**src/rtl/data_mem_ctrl_pkg.sv**
```systemverilog
// Shared types and constants for the MEM-stage data-memory controller.
package data_mem_ctrl_pkg;

  localparam int unsigned DATA_W = 32;
  localparam int unsigned BE_W   = DATA_W / 8;

  localparam logic [6:0] OP_LOAD  = 7'b0000011;
  localparam logic [6:0] OP_STORE = 7'b0100011;

  localparam logic [2:0] LB_F3  = 3'd0;
  localparam logic [2:0] LH_F3  = 3'd1;
  localparam logic [2:0] LW_F3  = 3'd2;
  localparam logic [2:0] LBU_F3 = 3'd4;
  localparam logic [2:0] LHU_F3 = 3'd5;
  localparam logic [2:0] SB_F3  = 3'd0;
  localparam logic [2:0] SH_F3  = 3'd1;
  localparam logic [2:0] SW_F3  = 3'd2;

  typedef struct packed {
    logic [6:0] funct7;
    logic [4:0] rs2;
    logic [4:0] rs1;
    logic [2:0] funct3;
    logic [4:0] rd;
    logic [6:0] opcode;
  } instr_t;

  typedef enum logic [1:0] {IDLE, REQ, WAIT, DONE} mem_state_t;

  typedef enum logic [1:0] {BYTE, HALF, WORD} mem_width_t;

  // Access width from funct3; unknown encodings fall back to a word access.
  function automatic mem_width_t decode_width(input logic [2:0] f3, input logic is_store);
    mem_width_t w;
    w = WORD;
    if (is_store) begin
      case (f3)
        SB_F3:   w = BYTE;
        SH_F3:   w = HALF;
        SW_F3:   w = WORD;
        default: w = WORD;
      endcase
    end else begin
      case (f3)
        LB_F3, LBU_F3: w = BYTE;
        LH_F3, LHU_F3: w = HALF;
        LW_F3:         w = WORD;
        default:       w = WORD;
      endcase
    end
    return w;
  endfunction

endpackage

```
**src/rtl/data_mem_ctrl_if.sv**
```systemverilog
// Request/acknowledge data bus between the MEM-stage controller and memory.
interface data_mem_ctrl_if #(
  parameter int unsigned ADDR_W = 32
) ();
  import data_mem_ctrl_pkg::*;

  logic              bus_req;
  logic              bus_we;
  logic [ADDR_W-1:0] bus_addr;
  logic [DATA_W-1:0] bus_wdata;
  logic [BE_W-1:0]   bus_be;
  logic              bus_gnt;
  logic              bus_ack;
  logic [DATA_W-1:0] bus_rdata;

  modport master (
    output bus_req, bus_we, bus_addr, bus_wdata, bus_be,
    input  bus_gnt, bus_ack, bus_rdata
  );

  modport slave (
    input  bus_req, bus_we, bus_addr, bus_wdata, bus_be,
    output bus_gnt, bus_ack, bus_rdata
  );
endinterface

```
**src/rtl/mem_lane_align.sv**
```systemverilog
// Little-endian byte-lane steering for stores and extraction/extension for loads.
module mem_lane_align
  import data_mem_ctrl_pkg::*;
(
  input  mem_width_t        st_width,
  input  logic [1:0]        st_lane,
  input  logic [DATA_W-1:0] st_data,
  output logic [BE_W-1:0]   be,
  output logic [DATA_W-1:0] wdata,
  input  logic [2:0]        ld_funct3,
  input  logic [1:0]        ld_lane,
  input  logic [DATA_W-1:0] rdata,
  output logic [DATA_W-1:0] ld_data
);

  logic [7:0]  ld_byte;
  logic [15:0] ld_half;

  // Store side: replicate the datum across lanes and enable only the target bytes.
  always_comb begin
    be    = 4'b1111;
    wdata = st_data;
    case (st_width)
      BYTE: begin
        be    = 4'b0001 << st_lane;
        wdata = {4{st_data[7:0]}};
      end
      HALF: begin
        be    = st_lane[1] ? 4'b1100 : 4'b0011;
        wdata = {2{st_data[15:0]}};
      end
      default: begin
        be    = 4'b1111;
        wdata = st_data;
      end
    endcase
  end

  // Load side: pick the addressed byte/half and extend per funct3.
  always_comb begin
    ld_byte = rdata[7:0];
    case (ld_lane)
      2'd0:    ld_byte = rdata[7:0];
      2'd1:    ld_byte = rdata[15:8];
      2'd2:    ld_byte = rdata[23:16];
      default: ld_byte = rdata[31:24];
    endcase
    ld_half = ld_lane[1] ? rdata[31:16] : rdata[15:0];
    case (ld_funct3)
      LB_F3:   ld_data = {{24{ld_byte[7]}}, ld_byte};
      LBU_F3:  ld_data = {24'h0, ld_byte};
      LH_F3:   ld_data = {{16{ld_half[15]}}, ld_half};
      LHU_F3:  ld_data = {16'h0, ld_half};
      default: ld_data = rdata;
    endcase
  end

endmodule

```
**src/rtl/data_mem_ctrl.sv**
```systemverilog
// MEM-stage data-memory controller: one bus transaction per LOAD/STORE, with timeout.
module data_mem_ctrl
  import data_mem_ctrl_pkg::*;
#(
  parameter int unsigned TIMEOUT_CYC = 256,
  parameter int unsigned ADDR_W      = 32
) (
  input  logic              clk,
  input  logic              rst,
  input  instr_t            instr_m,
  input  logic [ADDR_W-1:0] addr_m,
  input  logic [DATA_W-1:0] store_data_m,
  input  logic              sdram_init_done,
  data_mem_ctrl_if.master   bus,
  output logic [DATA_W-1:0] load_data,
  output logic              mem_access_done,
  output logic              misalign,
  output logic              bus_err
);

  localparam int unsigned CNT_W = (TIMEOUT_CYC > 1) ? $clog2(TIMEOUT_CYC) : 1;
  localparam logic [CNT_W-1:0] CNT_LAST = CNT_W'(TIMEOUT_CYC - 1);

  mem_state_t        state_q, state_d;
  logic [CNT_W-1:0]  cnt_q, cnt_d;
  logic              req_q, req_d;
  logic              we_q, we_d;
  logic [ADDR_W-1:0] addr_q, addr_d;
  logic [DATA_W-1:0] wdata_q, wdata_d;
  logic [BE_W-1:0]   be_q, be_d;
  logic [2:0]        f3_q, f3_d;
  logic [1:0]        lane_q, lane_d;
  logic [DATA_W-1:0] load_q, load_d;
  logic              done_q, done_d;
  logic              mis_q, mis_d;
  logic              err_q, err_d;

  logic              is_load_c, is_store_c, access_c, misaligned_c;
  mem_width_t        width_c;
  logic [BE_W-1:0]   be_c;
  logic [DATA_W-1:0] wdata_c, ext_c;
  logic              instr_unused_c;

  assign is_load_c  = (instr_m.opcode == OP_LOAD);
  assign is_store_c = (instr_m.opcode == OP_STORE);
  assign access_c   = is_load_c | is_store_c;
  assign width_c    = decode_width(instr_m.funct3, is_store_c);
  assign misaligned_c = ((width_c == HALF) && addr_m[0]) ||
                        ((width_c == WORD) && (addr_m[1:0] != 2'b00));
  assign instr_unused_c = ^{instr_m.funct7, instr_m.rs2, instr_m.rs1, instr_m.rd};

  mem_lane_align u_lane_align (
    .st_width  (width_c),
    .st_lane   (addr_m[1:0]),
    .st_data   (store_data_m),
    .be        (be_c),
    .wdata     (wdata_c),
    .ld_funct3 (f3_q),
    .ld_lane   (lane_q),
    .rdata     (bus.bus_rdata),
    .ld_data   (ext_c)
  );

  // Next-state, timeout counter and next registered output values.
  always_comb begin
    state_d = state_q;
    cnt_d   = '0;
    req_d   = 1'b0;
    we_d    = we_q;
    addr_d  = addr_q;
    wdata_d = wdata_q;
    be_d    = be_q;
    f3_d    = f3_q;
    lane_d  = lane_q;
    load_d  = load_q;
    done_d  = 1'b0;
    mis_d   = 1'b0;
    err_d   = 1'b0;
    case (state_q)
      IDLE: begin
        if (access_c) begin
          if (misaligned_c) begin
            state_d = DONE;
            done_d  = 1'b1;
            mis_d   = 1'b1;
          end else if (sdram_init_done) begin
            state_d = REQ;
            req_d   = 1'b1;
            we_d    = is_store_c;
            addr_d  = {addr_m[ADDR_W-1:2], 2'b00};
            wdata_d = wdata_c;
            be_d    = is_store_c ? be_c : 4'b1111;
            f3_d    = instr_m.funct3;
            lane_d  = addr_m[1:0];
          end
        end
      end
      REQ, WAIT: begin
        cnt_d = cnt_q + CNT_W'(1);
        req_d = (state_q == REQ);
        // An ack only counts in REQ when it arrives together with the grant.
        if (bus.bus_ack && ((state_q == WAIT) || bus.bus_gnt)) begin
          state_d = DONE;
          req_d   = 1'b0;
          done_d  = 1'b1;
          if (!we_q) begin
            load_d = ext_c;
          end
        end else if (cnt_q == CNT_LAST) begin
          state_d = DONE;
          req_d   = 1'b0;
          done_d  = 1'b1;
          err_d   = 1'b1;
          load_d  = '0;
        end else if ((state_q == REQ) && bus.bus_gnt) begin
          state_d = WAIT;
          req_d   = 1'b0;
        end
      end
      DONE:    state_d = IDLE;
      default: state_d = IDLE;
    endcase
  end

  // State, counter and registered outputs.
  always_ff @(posedge clk or posedge rst) begin
    if (rst) begin
      state_q <= IDLE;
      cnt_q   <= '0;
      req_q   <= 1'b0;
      we_q    <= 1'b0;
      addr_q  <= '0;
      wdata_q <= '0;
      be_q    <= '0;
      f3_q    <= '0;
      lane_q  <= '0;
      load_q  <= '0;
      done_q  <= 1'b0;
      mis_q   <= 1'b0;
      err_q   <= 1'b0;
    end else begin
      state_q <= state_d;
      cnt_q   <= cnt_d;
      req_q   <= req_d;
      we_q    <= we_d;
      addr_q  <= addr_d;
      wdata_q <= wdata_d;
      be_q    <= be_d;
      f3_q    <= f3_d;
      lane_q  <= lane_d;
      load_q  <= load_d;
      done_q  <= done_d;
      mis_q   <= mis_d;
      err_q   <= err_d;
    end
  end

  assign bus.bus_req      = req_q;
  assign bus.bus_we       = we_q;
  assign bus.bus_addr     = addr_q;
  assign bus.bus_wdata    = wdata_q;
  assign bus.bus_be       = be_q;
  assign load_data        = load_q;
  assign mem_access_done  = done_q;
  assign misalign         = mis_q;
  assign bus_err          = err_q;

endmodule

```
**src/flat_wrapper.sv**
```systemverilog
// flat-port wrapper written by rule: the top's interface ports become plain ports
module data_mem_ctrl_flat import data_mem_ctrl_pkg::*;
#(
  parameter int unsigned TIMEOUT_CYC = 256,
  parameter int unsigned ADDR_W      = 32
)
  (clk, rst, instr_m, addr_m, store_data_m, sdram_init_done, load_data, mem_access_done, misalign, bus_err, bus_bus_req, bus_bus_we, bus_bus_addr, bus_bus_wdata, bus_bus_be, bus_bus_gnt, bus_bus_ack, bus_bus_rdata);
  data_mem_ctrl_if #(.ADDR_W(ADDR_W)) bus_i ();
  input  logic clk;
  input  logic rst;
  input  instr_t instr_m;
  input  logic [ADDR_W-1:0] addr_m;
  input  logic [DATA_W-1:0] store_data_m;
  input  logic sdram_init_done;
  output logic [DATA_W-1:0] load_data;
  output logic mem_access_done;
  output logic misalign;
  output logic bus_err;
  output wire logic [$bits(bus_i.bus_req)-1:0] bus_bus_req;
  output wire logic [$bits(bus_i.bus_we)-1:0] bus_bus_we;
  output wire logic [$bits(bus_i.bus_addr)-1:0] bus_bus_addr;
  output wire logic [$bits(bus_i.bus_wdata)-1:0] bus_bus_wdata;
  output wire logic [$bits(bus_i.bus_be)-1:0] bus_bus_be;
  input wire logic [$bits(bus_i.bus_gnt)-1:0] bus_bus_gnt;
  input wire logic [$bits(bus_i.bus_ack)-1:0] bus_bus_ack;
  input wire logic [$bits(bus_i.bus_rdata)-1:0] bus_bus_rdata;
  assign bus_bus_req = bus_i.bus_req;
  assign bus_bus_we = bus_i.bus_we;
  assign bus_bus_addr = bus_i.bus_addr;
  assign bus_bus_wdata = bus_i.bus_wdata;
  assign bus_bus_be = bus_i.bus_be;
  assign bus_i.bus_gnt = bus_bus_gnt;
  assign bus_i.bus_ack = bus_bus_ack;
  assign bus_i.bus_rdata = bus_bus_rdata;
  data_mem_ctrl #(.TIMEOUT_CYC(TIMEOUT_CYC), .ADDR_W(ADDR_W)) u_core (.clk(clk), .rst(rst), .instr_m(instr_m), .addr_m(addr_m), .store_data_m(store_data_m), .sdram_init_done(sdram_init_done), .bus(bus_i), .load_data(load_data), .mem_access_done(mem_access_done), .misalign(misalign), .bus_err(bus_err));
endmodule
```
**config.mk**
```make
export PLATFORM = sky130hd
export DESIGN_NAME = data_mem_ctrl_flat
export DESIGN_NICKNAME = d
export VERILOG_FILES = /design/src/rtl/data_mem_ctrl_pkg.sv /design/src/rtl/data_mem_ctrl_if.sv /design/src/rtl/mem_lane_align.sv /design/src/rtl/data_mem_ctrl.sv /design/src/flat_wrapper.sv
export SDC_FILE = /design/constraint.sdc
export NUM_CORES = 1
export LEC_CHECK = 0
export BUFFER_PORTS_ARGS = -buffer_cell sky130_fd_sc_hd__clkbuf_2
export CORE_AREA = 2 2 100 140
export CTS_CLUSTER_DIAMETER = 150
export DETAILED_ROUTE_END_ITERATION = 10
export DIE_AREA = 0 0 102 142
export GPL_TIMING_DRIVEN = 0
export PLACE_DENSITY_LB_ADDON = 0.12
export SLEW_MARGIN = 5
export SYNTH_ARGS = -nofsm -noshare
export SYNTH_HDL_FRONTEND = slang
export SYNTH_SLANG_ARGS = --single-unit
```
**constraint.sdc**
```tcl
create_clock -name clk -period 4.15 [get_ports clk]
set_input_delay 1.0375 -clock clk [delete_from_list [all_inputs] [get_ports clk]]
set_output_delay 1.0375 -clock clk [all_outputs]
set_load 0.01 [all_outputs]
```
---- Word-level counts from Yosys, hierarchy flattened ----
Index checks and enable logic that the tools add are counted.
word-level totals
  RAM bits ................................ 0
  memory bits (read-only) ................. 0
  flip-flop bits (word level) ............. 118
  latch bits .............................. 0
  logic and storage cells ................. 92
  memories ................................ 0
  input bits .............................. 133
operators by class
  div/mod/pow operators ................... 0
  muxes and demuxes ....................... 36
  reductions and logical operators ........ 19
  eq/ne operators ......................... 20
  magnitude comparators ................... 0
  $mul .................................... 0
  bitwise operators ....................... 2
  $add $sub $neg .......................... 1
  shift-type cells ........................ 1
operators with widths
  operator                                              number
  case mux 32 bit (4 select lines)                      1
  2-to-1 mux 32 bit                                     3
  case mux 32 bit (2 select lines)                      1
  case mux 8 bit (3 select lines)                       1
  2-to-1 mux 16 bit                                     1
  2-to-1 mux 2 bit                                      7
  2-to-1 mux 1 bit                                      13
  equality test 3 bit (second input constant)           4
  adder 8 x 1 -> 8 bit (second input constant)          1
  equality test 2 bit (second input constant)           4
  equality test 8 bit (second input constant)           1
  2-to-1 mux 4 bit                                      2
  2-to-1 mux 8 bit                                      1
  case mux 2 bit (2 select lines)                       2
  case mux 4 bit (2 select lines)                       1
  equality test 7 x 2 -> 1 bit (second input constant)  1
  equality test 7 x 6 -> 1 bit (second input constant)  1
  equality test 2 x 1 -> 1 bit (second input constant)  3
  equality test 3 x 1 -> 1 bit (second input constant)  2
  zero test 2 bit                                       3
  zero test 3 bit                                       2
  case mux 2 bit (3 select lines)                       1
  AND reduction 3 bit                                   2
  OR reduction 2 bit                                    3
  12 further kinds                                      18

---- Logic depth before layout (Yosys ltp) ----
Gate-level depths: netlist (run 1).
  depth in word-level cells ............... 10
  mapped depth ............................ 9
  gate-level depth less buffers ........... 7

---- Hierarchy ----
From an unflattened synthesis (run 1), not the netlist that was laid out.
second synthesis, totals
  cells, all modules ...................... 544
  area total of the unflattened synthesis .. 6603.8 um^2
by module, submodules not included
  module          cells an instance  area each (um^2)  sequential area each (um^2)  instances
  data_mem_ctrl   384                5273.8            2952.8                       1
  mem_lane_align  160                1330.0            0.0                          1

---- Least setup slack after synthesis (run 1) ----
Ideal clock, no wire load.
  path kind ............................... input to register
  from .................................... input instr_m[3] (netlist name)
  to ...................................... register u_core.wdata_q[13], in the netlist u_core.bus.bus_wdata[13]
  data arrival time ....................... 2.260 ns
  data required time ...................... 4.016 ns
  setup slack ............................. 1.756 ns
  cell stages on the path ................. 8
  buffers on the path ..................... 3
  cells stage by stage .................... nor4_2 -> and3_1 -> buf_4 -> o2111ai_2 -> buf_4 -> buf_6 -> nand2_1 -> o21ai_0
between the ends
  word-level cells in the longest chain between the ends .. 7
RTL lines
  what                                                                 RTL line                                                        text
  start: declaration                                                   flat_wrapper.sv:11                                              input instr_t instr_m;
  equality test 7 x 6 -> 1 bit                                         data_mem_ctrl.sv:45                                             assign is_store_c = (instr_m.opcode == OP_STORE);
  2-to-1 mux 2 bit                                                     data_mem_ctrl_pkg.sv:36                                         if (is_store) begin
  equality test 2 x 1 -> 1 bit or equality test 2 bit (tied branches)  mem_lane_align.sv:23, data_mem_ctrl.sv:48, data_mem_ctrl.sv:49
  logical AND 1 bit, on equally long branches                          data_mem_ctrl.sv:48, data_mem_ctrl.sv:49
  logical OR 1 bit                                                     data_mem_ctrl.sv:48                                             assign misaligned_c = ((width_c == HALF) && addr_m[0]) ||
  NOT 1 bit (no line)                                                  n/a
  AND reduction 4 bit (no line)                                        n/a
  end signal: assignment                                               data_mem_ctrl.sv:147                                            wdata_q <= wdata_d;
  end: declaration                                                     data_mem_ctrl.sv:29                                             logic [DATA_W-1:0] wdata_q, wdata_d;
Several ways; a longest one is shown, not always the timed one.
A chain may end at the register's enable or synchronous reset.

---- Final worst setup path (run 1) ----
  from .................................... input instr_m[3] (netlist name)
  to ...................................... register u_core.wdata_q[30], in the netlist u_core.bus.bus_wdata[30]
Same word-level chain as after synthesis.

==> metrics.csv, run 1 <==
stage,metric,value,unit
worst_hold_path,hold path startpoint,u_core.load_data[1],
floorplanning,Die Footprint,14500,sq um
global_routing,GRT Resource Usage Total,23.2,%
synth,"Cell Area, Synth",5690,sq um
clock_tree,cts bufs inserted,17,
clock_tree,cts hold-fix bufs,0,
timing,min setup slack post-route,1.77,ns
critical_path,CP Max Fanout,10,
synth,area share of the largest cell type after synthesis,51.9,%
power_and_ir_drop,maximum vdd drop,0.255,mV
critical_path,cell family with the largest share of critical-path delay,simple AND/OR/NAND/NOR gates,
synth,Syn. warnings,0,
timing,Slew Limit Fails,0,
detailed_routing,number of antenna-violating nets in the routed design,0,
placement,PortBufs,212,
synth,ys async rst share,100,%
critical_path,WS Path Type,in -> reg,
synth,Synth Area per Inst,9.25,sq um
critical_path,CP dominant cell by count,buf_4,
timing,headroom to the max-slew limit,48.7,%
synth,number of unique standard cell types used by synthesis,48,
synth,count of flip-flops with a built-in enable after synthesis,0,
worst_hold_path,worst min-delay path class,reg -> reg,
critical_path,maximum cell stage delay along the critical path,0.47,ns
final_layout,area added between synthesis and finish,34.5,%
critical_path,CP Data Arrival Time,2.65,ns
critical_path,r2r setup slk,1.82,ns
detailed_routing,Iteration-0 DRC Markers,153,
clock_tree,number of buffers between clock root and the deepest sink,2,
detailed_routing,number of iterations in the first detailed-routing pass,4,
clock_tree,library cell used as clock root buffer,clkbuf_16,
floorplanning,die width,102,um
global_routing,initial antenna violation count,0,
global_routing,number of global-route vias before repair,5179,
critical_path,Critical Path Source,instr_m[3],
detailed_routing,total vias in the final route,5178,
timing,part of the cycle the worst path needs,57.2,%
status,outcome,"finished, final reports clean",
synth,Most used DFF post-synth,dfrtp_1,
global_routing,wire length of the first global-routing pass,25.8,mm
clock_tree,clk sink count,118,
timing,Final setup violation count,0,
timing,unrepaired setup endpoints after global routing,false,
floorplanning,area of the core,13300,sq um
critical_path,Worst path slowest cell,nor4_2,
critical_path,kind of capture point of the worst setup path,flip-flop,
synth,cells taking the most area after synthesis,"dfrtp_1 (52%), nand2_1 (14%), mux2i_1 (4.8%)",
detailed_routing,residual DRC count,0,
critical_path,R2R depth,7,
flow_run,Max Cap Violations,0,
critical_path,capture instance of the worst register-to-register path,u_core.load_data[15],
floorplanning,die height,142,um
power_and_ir_drop,power density over the cells,542,nW/um^2
power_and_ir_drop,clock group share of total power,35.6,%
floorplanning,initial standard-cell utilization of the core,42.9,%
power_and_ir_drop,Internal,0.00277,W
clock_tree,post-CTS setup-driven buffer insertion count,0,
power_and_ir_drop,Net Sw Frac,33.3,%
timing,Period minus WS final,2.38,ns
synth,cell with the most instances after synthesis,nand2_1,
placement,Final Wtd Congestion,0.873,
clock_tree,level count of the clock H-tree,4,
clock_tree,clock tree from TritonCTS,done,
power_and_ir_drop,Pleak,4.22,nW
critical_path,Worst Setup EP,u_core.bus.bus_wdata[30],
floorplanning,I/O pins,238,
placement,worst-case setup slack after placement,1.37,ns
clock_tree,total of cells resized after clock tree synthesis,0,
synth,commonest cells in the netlist,"nand2_1 (209), dfrtp_1 (118), o21ai_0 (47), mux2i_1 (27), a21oi_1 (24)",
global_routing,residual overflow from global routing,0,
critical_path,cell-by-cell listing of the critical path,clkbuf_2 -> nor4_2 -> and3_1 -> buf_4 -> o2111ai_2 -> buf_4 -> buf_6 -> nand2_1 -> o21ai_0,
final_layout,Post-layout nets,989,
timing,final clock skew,0.00603,ns
critical_path,required time of the worst setup path,4.43,ns
critical_path,launch instance of the worst register-to-register path,u_core.state_q[0],
power_and_ir_drop,reported net switching power,0.00138,W
critical_path,critical path launch point type,input pin,
timing,FMAX,0.421,GHz
floorplanning,number of cell rows,50,
synth,flip-flop and latch count after synthesis,118,
power_and_ir_drop,proportion of power drawn by combinational gates,27.4,%
clock_tree,clock latency on the worst-skew pair,0.41,ns
synth,fraction of the yosys area taken by sequential cells,51.9,%
placement,HPWL Detailed,12.9,mm
detailed_routing,wire length per cell,15.8,um
power_and_ir_drop,sequential power share,36.9,%
timing,post-route setup TNS,0,ns
timing,final hold violations,0,
critical_path,number of buffers and inverters on the critical path,4,
detailed_routing,total wire length,16.5,mm
synth,post-synth top area cell,dfrtp_1,
global_routing,largest net degree at the start of global routing,37,
detailed_routing,drt via density,4.96,
clock_tree,clock-pin slew of the registers on the worst-case setup and hold paths,0.06,ns
critical_path,path length in cells of the critical path,9,
final_layout,Ant. Diodes,0,
final_layout,fraction of layout cells with a size suffix above 1,34.6,%
synth,Cells after Synth,615,
timing,transition time of the tightest slew-check pin,0.766,ns
==> worst min-delay path by stage <==
stage	to	depth (start not counted)	slack, ns
floorplan	u_core.cnt_q[0]	1	0.45
global placement	u_core.load_data[1]	2	0.46
detailed placement	u_core.load_data[1]	2	0.46
CTS	u_core.load_data[1]	2	0.47
global route	u_core.bus.bus_addr[5]	2	0.49
finish	u_core.load_data[1]	2	0.46
==> through the flow <==
| step | power (W) | hold slack [ns] | std cells | area (sq um) | util [%] |
|---|---|---|---|---|---|
| 2_1_floorplan | 0.00223 | 0.451 | 616 | 5690 | - |
| 3_3_place_gp | 0.00265 | 0.457 | 1010 | 6980 | 52.7 |
| 3_5_place_dp | 0.00270 | 0.459 | 1013 | 7050 | 53.2 |
| 4_1_cts | 0.00419 | 0.471 | 1045 | 7650 | 57.7 |
| 5_1_grt | 0.00440 | 0.488 | 1045 | 7650 | 57.7 |
| 6_report | 0.00415 | 0.464 | 1045 | 7650 | 57.7 |
==> layout by cell type (no fill, tap or decap), types with 5 or more instances in the layout <==
cell type | Yosys | layout
clkbuf_2 | 0 | 212
nand2_1 | 209 | 209
dfrtp_1 | 118 | 118
o21ai_0 | 47 | 47
mux2i_1 | 27 | 27
a21oi_1 | 24 | 24
nor2_1 | 20 | 20
clkbuf_16 | 0 | 17
inv_1 | 16 | 15
clkbuf_1 | 12 | 12
nand2b_1 | 10 | 10
buf_4 | 9 | 9
buf_6 | 9 | 9
o21ai_2 | 9 | 9
a31oi_1 | 8 | 8
nand3_1 | 8 | 8
mux2_2 | 8 | 8
buf_2 | 7 | 7
o21ai_1 | 7 | 7
and2_1 | 7 | 7
a32o_1 | 7 | 7
ha_1 | 6 | 6
inv_6 | 0 | 6
o221ai_1 | 5 | 5
==> routing by layer <==
metal / share of wire (%) / routed length [um] / global-route usage, %
met1: 39 / 6350 / 26.1
met2: 52 / 8520 / 39.9
met3: 6.8 / 1130 / 7.17
met4: 2.9 / 482 / 10.0
met5: 0 / 0 / 0
==> power groups by stage <==
| stage | sequential [W] | combinational [W] | clock [W] |
|---|---|---|---|
| 6_report | 0.00153 | 0.00114 | 0.00148 |
| 2_1_floorplan | 0.00163 | 0.000594 | 0 |
| 3_5_place_dp | 0.00155 | 0.00115 | 0 |
| 5_1_grt | 0.00156 | 0.00127 | 0.00157 |
| 4_1_cts | 0.00153 | 0.00115 | 0.00151 |
| 3_3_place_gp | 0.00154 | 0.00111 | 0 |
==> area by class of cell <==
cell class	instances	area, sq um
fillers	1250	5620
inverters	16	63.8
multi-input cells	442	2410
clock buffers	17	425
plain buffers	40	272
repair buffers	215	1130
clock inverters	15	170
well taps	182	228
flip-flops and latches	118	2950
==> flip-flops by register name, summed over array words and instances, names as in the netlist <==
| name | count |
|---|---|
| u_core.bus.bus_wdata | 32 |
| u_core.bus.bus_addr | 30 |
| u_core.lane_q | 2 |
| u_core.mem_access_done | 1 |
| u_core.cnt_q | 8 |
| u_core.bus.bus_req | 1 |
| u_core.bus.bus_we | 1 |
| u_core.bus.bus_be | 4 |
| u_core.bus_err | 1 |
| u_core.load_data | 32 |
| u_core.f3_q | 3 |
| u_core.state_q | 2 |
| u_core.misalign | 1 |
==> worst reg2reg max path: stages (launching register included) <==
cell and delay, ns:
dfrtp_1 0.40, inv_1 0.14, ha_1 0.21, o21ai_1 0.20, nor3b_2 0.68, nand2_2 0.25, buf_8 0.23, o21ai_1 0.13
==> logic make-up after synthesis <==
group / count (synthesis) / share of synthesized area (%)
compound gates: 125 / 13.8
xor+xnor: 6 / 0.924
fa+ha+maj: 6 / 1.32
buf+inv: 56 / 5.83
flops: 118 / 51.9
mux: 36 / 6.73
other cells: 1 / 0.0659
simple gates: 267 / 19.4
No activity file was read; power rests on OpenSTA's default activity.
==> run 2: changes to the inputs <==
--- a/config.mk
+++ b/config.mk
@@ -6,10 +6,10 @@
 export NUM_CORES = 1
 export LEC_CHECK = 0
 export BUFFER_PORTS_ARGS = -buffer_cell sky130_fd_sc_hd__clkbuf_2
-export CORE_AREA = 2 2 100 140
+export CORE_AREA = 2 2 95 134
 export CTS_CLUSTER_DIAMETER = 150
 export DETAILED_ROUTE_END_ITERATION = 10
-export DIE_AREA = 0 0 102 142
+export DIE_AREA = 0 0 97 136
 export GPL_TIMING_DRIVEN = 0
 export PLACE_DENSITY_LB_ADDON = 0.12
 export SLEW_MARGIN = 5
==> constraint.sdc (replaced) <==
create_clock -name clk -period 2.4 [get_ports clk]
set_input_delay 0.6 -clock clk [delete_from_list [all_inputs] [get_ports clk]]
set_output_delay 0.6 -clock clk [all_outputs]
set_load 0.01 [all_outputs]
==> run 2 against run 1 <==
Against the previous run: worst setup slack worse by 1.5 ns; design area down 0.13%; clock-buffer cell count up 2; die area down 8.9%; clock power up 79%; first-iteration DRC count up 18%; critical endpoint is now u_core.load_data[3].
==> metrics.csv, run 2 (synthesis results as in run 1) <==
stage,metric,value,unit,change
placement,Final Wtd Congestion,0.910,,+4.3%
timing,worst-case hold slack,0.233,ns,-0.231 ns
critical_path,r2r setup slk,0.30,ns,-1.52 ns
status,outcome,"finished, final reports clean",,
critical_path,required time of the worst setup path,2.65,ns,-1.78 ns
worst_hold_path,worst min-delay path class,in -> async,,
final_layout,"most common cell after layout, fill and taps aside",clkbuf_2,,
power_and_ir_drop,overall power consumption,0.00727,W,+75%
detailed_routing,wire length per cell,15.5,um,-1.7%
clock_tree,clock-pin slew of the registers on the worst-case setup and hold paths,0.06,ns,about the same
clock_tree,cts bufs inserted,17,,unchanged
global_routing,wire length of the first global-routing pass,25.1,mm,-2.8%
timing,transition time of the tightest slew-check pin,0.595,ns,-0.172 ns
flow_run,Max Cap Violations,0,,unchanged
power_and_ir_drop,Pleak,4.23,nW,+0.35%
critical_path,R2R depth,9,,+2
placement,placed cell count,981,,-3.2%
floorplanning,area of the core,12100,sq um,-9.0%
floorplanning,Die Footprint,13200,sq um,-8.9%
detailed_routing,total vias in the final route,5208,,+0.58%
clock_tree,post-CTS setup-driven buffer insertion count,0,,unchanged
final_layout,area added between synthesis and finish,34.3,%,
clock_tree,library cell used as clock root buffer,clkbuf_16,,
global_routing,largest net degree at the start of global routing,40,,+8.1%
final_layout,Post-layout nets,989,,unchanged
critical_path,launch instance of the worst register-to-register path,u_core.state_q[0],,
critical_path,WS Path Type,reg -> reg,,
clock_tree,number of buffers between clock root and the deepest sink,2,,unchanged
detailed_routing,total wire length,15.7,mm,-4.7%
final_layout,Post-Layout Cell Count,1013,,-3.1%
final_layout,Ant. Diodes,0,,unchanged
final_layout,total of fill cells in the finished design,1055,,-16%
timing,part of the cycle the worst path needs,87.4,%,
placement,HPWL Detailed,12.3,mm,-4.8%
final_layout,"leading cell types in the layout, fill and taps excluded","clkbuf_2 (212), nand2_1 (209), dfrtp_1 (118), o21ai_0 (47), mux2i_1 (27)",,
detailed_routing,residual DRC count,0,,unchanged
critical_path,kind of capture point of the worst setup path,flip-flop,,
clock_tree,clock latency on the worst-skew pair,0.40,ns,about the same
floorplanning,die width,97,um,-4.9%
global_routing,number of global-route vias before repair,5216,,+0.71%
timing,final clock skew,0.00631,ns,+0.000275 ns
critical_path,CP Max Fanout,10,,unchanged
timing,Slew Limit Fails,0,,unchanged
floorplanning,number of cell rows,48,,-4.0%
clock_tree,level count of the clock H-tree,4,,unchanged
timing,FMAX,0.477,GHz,
clock_tree,total of cells resized after clock tree synthesis,0,,unchanged
global_routing,initial antenna violation count,0,,unchanged
final_layout,sequential cell area,2950,sq um,unchanged
detailed_routing,number of iterations in the first detailed-routing pass,4,,unchanged
placement,PortBufs,212,,unchanged
timing,Period minus WS final,2.10,ns,
floorplanning,initial standard-cell utilization of the core,47.1,%,+4.2 points
floorplanning,die height,136,um,-4.2%
timing,final hold violations,0,,unchanged
detailed_routing,drt via density,5.14,,+3.8%
clock_tree,clk sink count,118,,unchanged
timing,headroom to the max-slew limit,60.4,%,+12 points
global_routing,residual overflow from global routing,0,,unchanged
timing,Final setup violation count,0,,unchanged
critical_path,capture instance of the worst register-to-register path,u_core.load_data[3],,
final_layout,fraction of layout cells with a size suffix above 1,34.6,%,unchanged
clock_tree,clock tree from TritonCTS,done,,
clock_tree,cts hold-fix bufs,0,,unchanged
final_layout,multi-input combinational cell area,2420,sq um,+0.42%
critical_path,CP Data Arrival Time,2.35,ns,-0.30 ns
timing,unrepaired setup endpoints after global routing,false,,
critical_path,critical path launch point type,flip-flop,,
detailed_routing,number of antenna-violating nets in the routed design,0,,unchanged
power_and_ir_drop,maximum vdd drop,0.448,mV,+76%
detailed_routing,Iteration-0 DRC Markers,180,,+18%
global_routing,GRT Resource Usage Total,23.8,%,+0.68 points
floorplanning,I/O pins,238,,unchanged
power_and_ir_drop,power density over the cells,952,nW/um^2,+76%
-- run 2: per-layer routing --
metal  share of wire [%]  GRT usage, %  up-vias  routed length (um)
met1                  39          27.0     2454                6090
li1                    -             -     2522                   -
met2                  52          42.7      203                8210
met3                 6.2          6.07       29                 975
met5                   0             0        -                   0
met4                 2.7          10.0        0                 419
-- run 2: final cells by class --
type                            instances  share of cell area [%]
Inverter                               16                   0.836
Timing Repair Buffer                  215                    14.7
Buffer                                 40                    3.56
Tap cell                              150                    2.46
Clock buffer                           19                    5.80
Clock inverter                         13                    2.36
Multi-Input combinational cell        442                    31.6
Sequential cell                       118                    38.7
-- run 2: through the flow --
stage / util (%) / TNS, ns / cell area [sq um] / setup WS [ns]
floorplan: - / 0 / 5690 / 0.359
global placement: 57.5 / -45.20 / 6940 / -0.389
detailed placement: 58.0 / 0 / 7000 / 0.0983
CTS: 63.2 / 0 / 7630 / 0.0930
global route: 63.3 / 0 / 7640 / 0.0201
finish: 63.3 / 0 / 7640 / 0.303
-- run 2: worst max-delay path by stage --
stage                       from                 endpoint  slack, ns  depth (start not counted)
2_1_floorplan                rst  u_core.bus.bus_addr[10]       0.36                          1
3_3_place_gp                 rst  u_core.bus.bus_addr[23]      -0.39                          2
3_5_place_dp   u_core.state_q[0]     u_core.load_data[19]        0.1                          7
4_1_cts        u_core.state_q[0]     u_core.load_data[19]       0.09                          7
5_1_grt        u_core.state_q[0]      u_core.load_data[3]       0.02                          9
6_report       u_core.state_q[0]      u_core.load_data[3]       0.30                          9
-- run 2: power by group --
group	internal (W)	switching (W)	total [W]
sequential	0.00241	0.000241	0.00265
clock	0.00176	0.000890	0.00265
combinational	0.000835	0.00114	0.00197
total	0.00500	0.00227	0.00727
-- run 2: worst max-delay path, stage by stage, from the launching register on --
cell	delay, ns
dfrtp_1	0.37
inv_1	0.10
ha_1	0.25
o21a_1	0.27
nor3_1	0.26
o21ai_0	0.13
buf_2	0.21
buf_2	0.20
nand2_1	0.07
o21ai_0	0.09
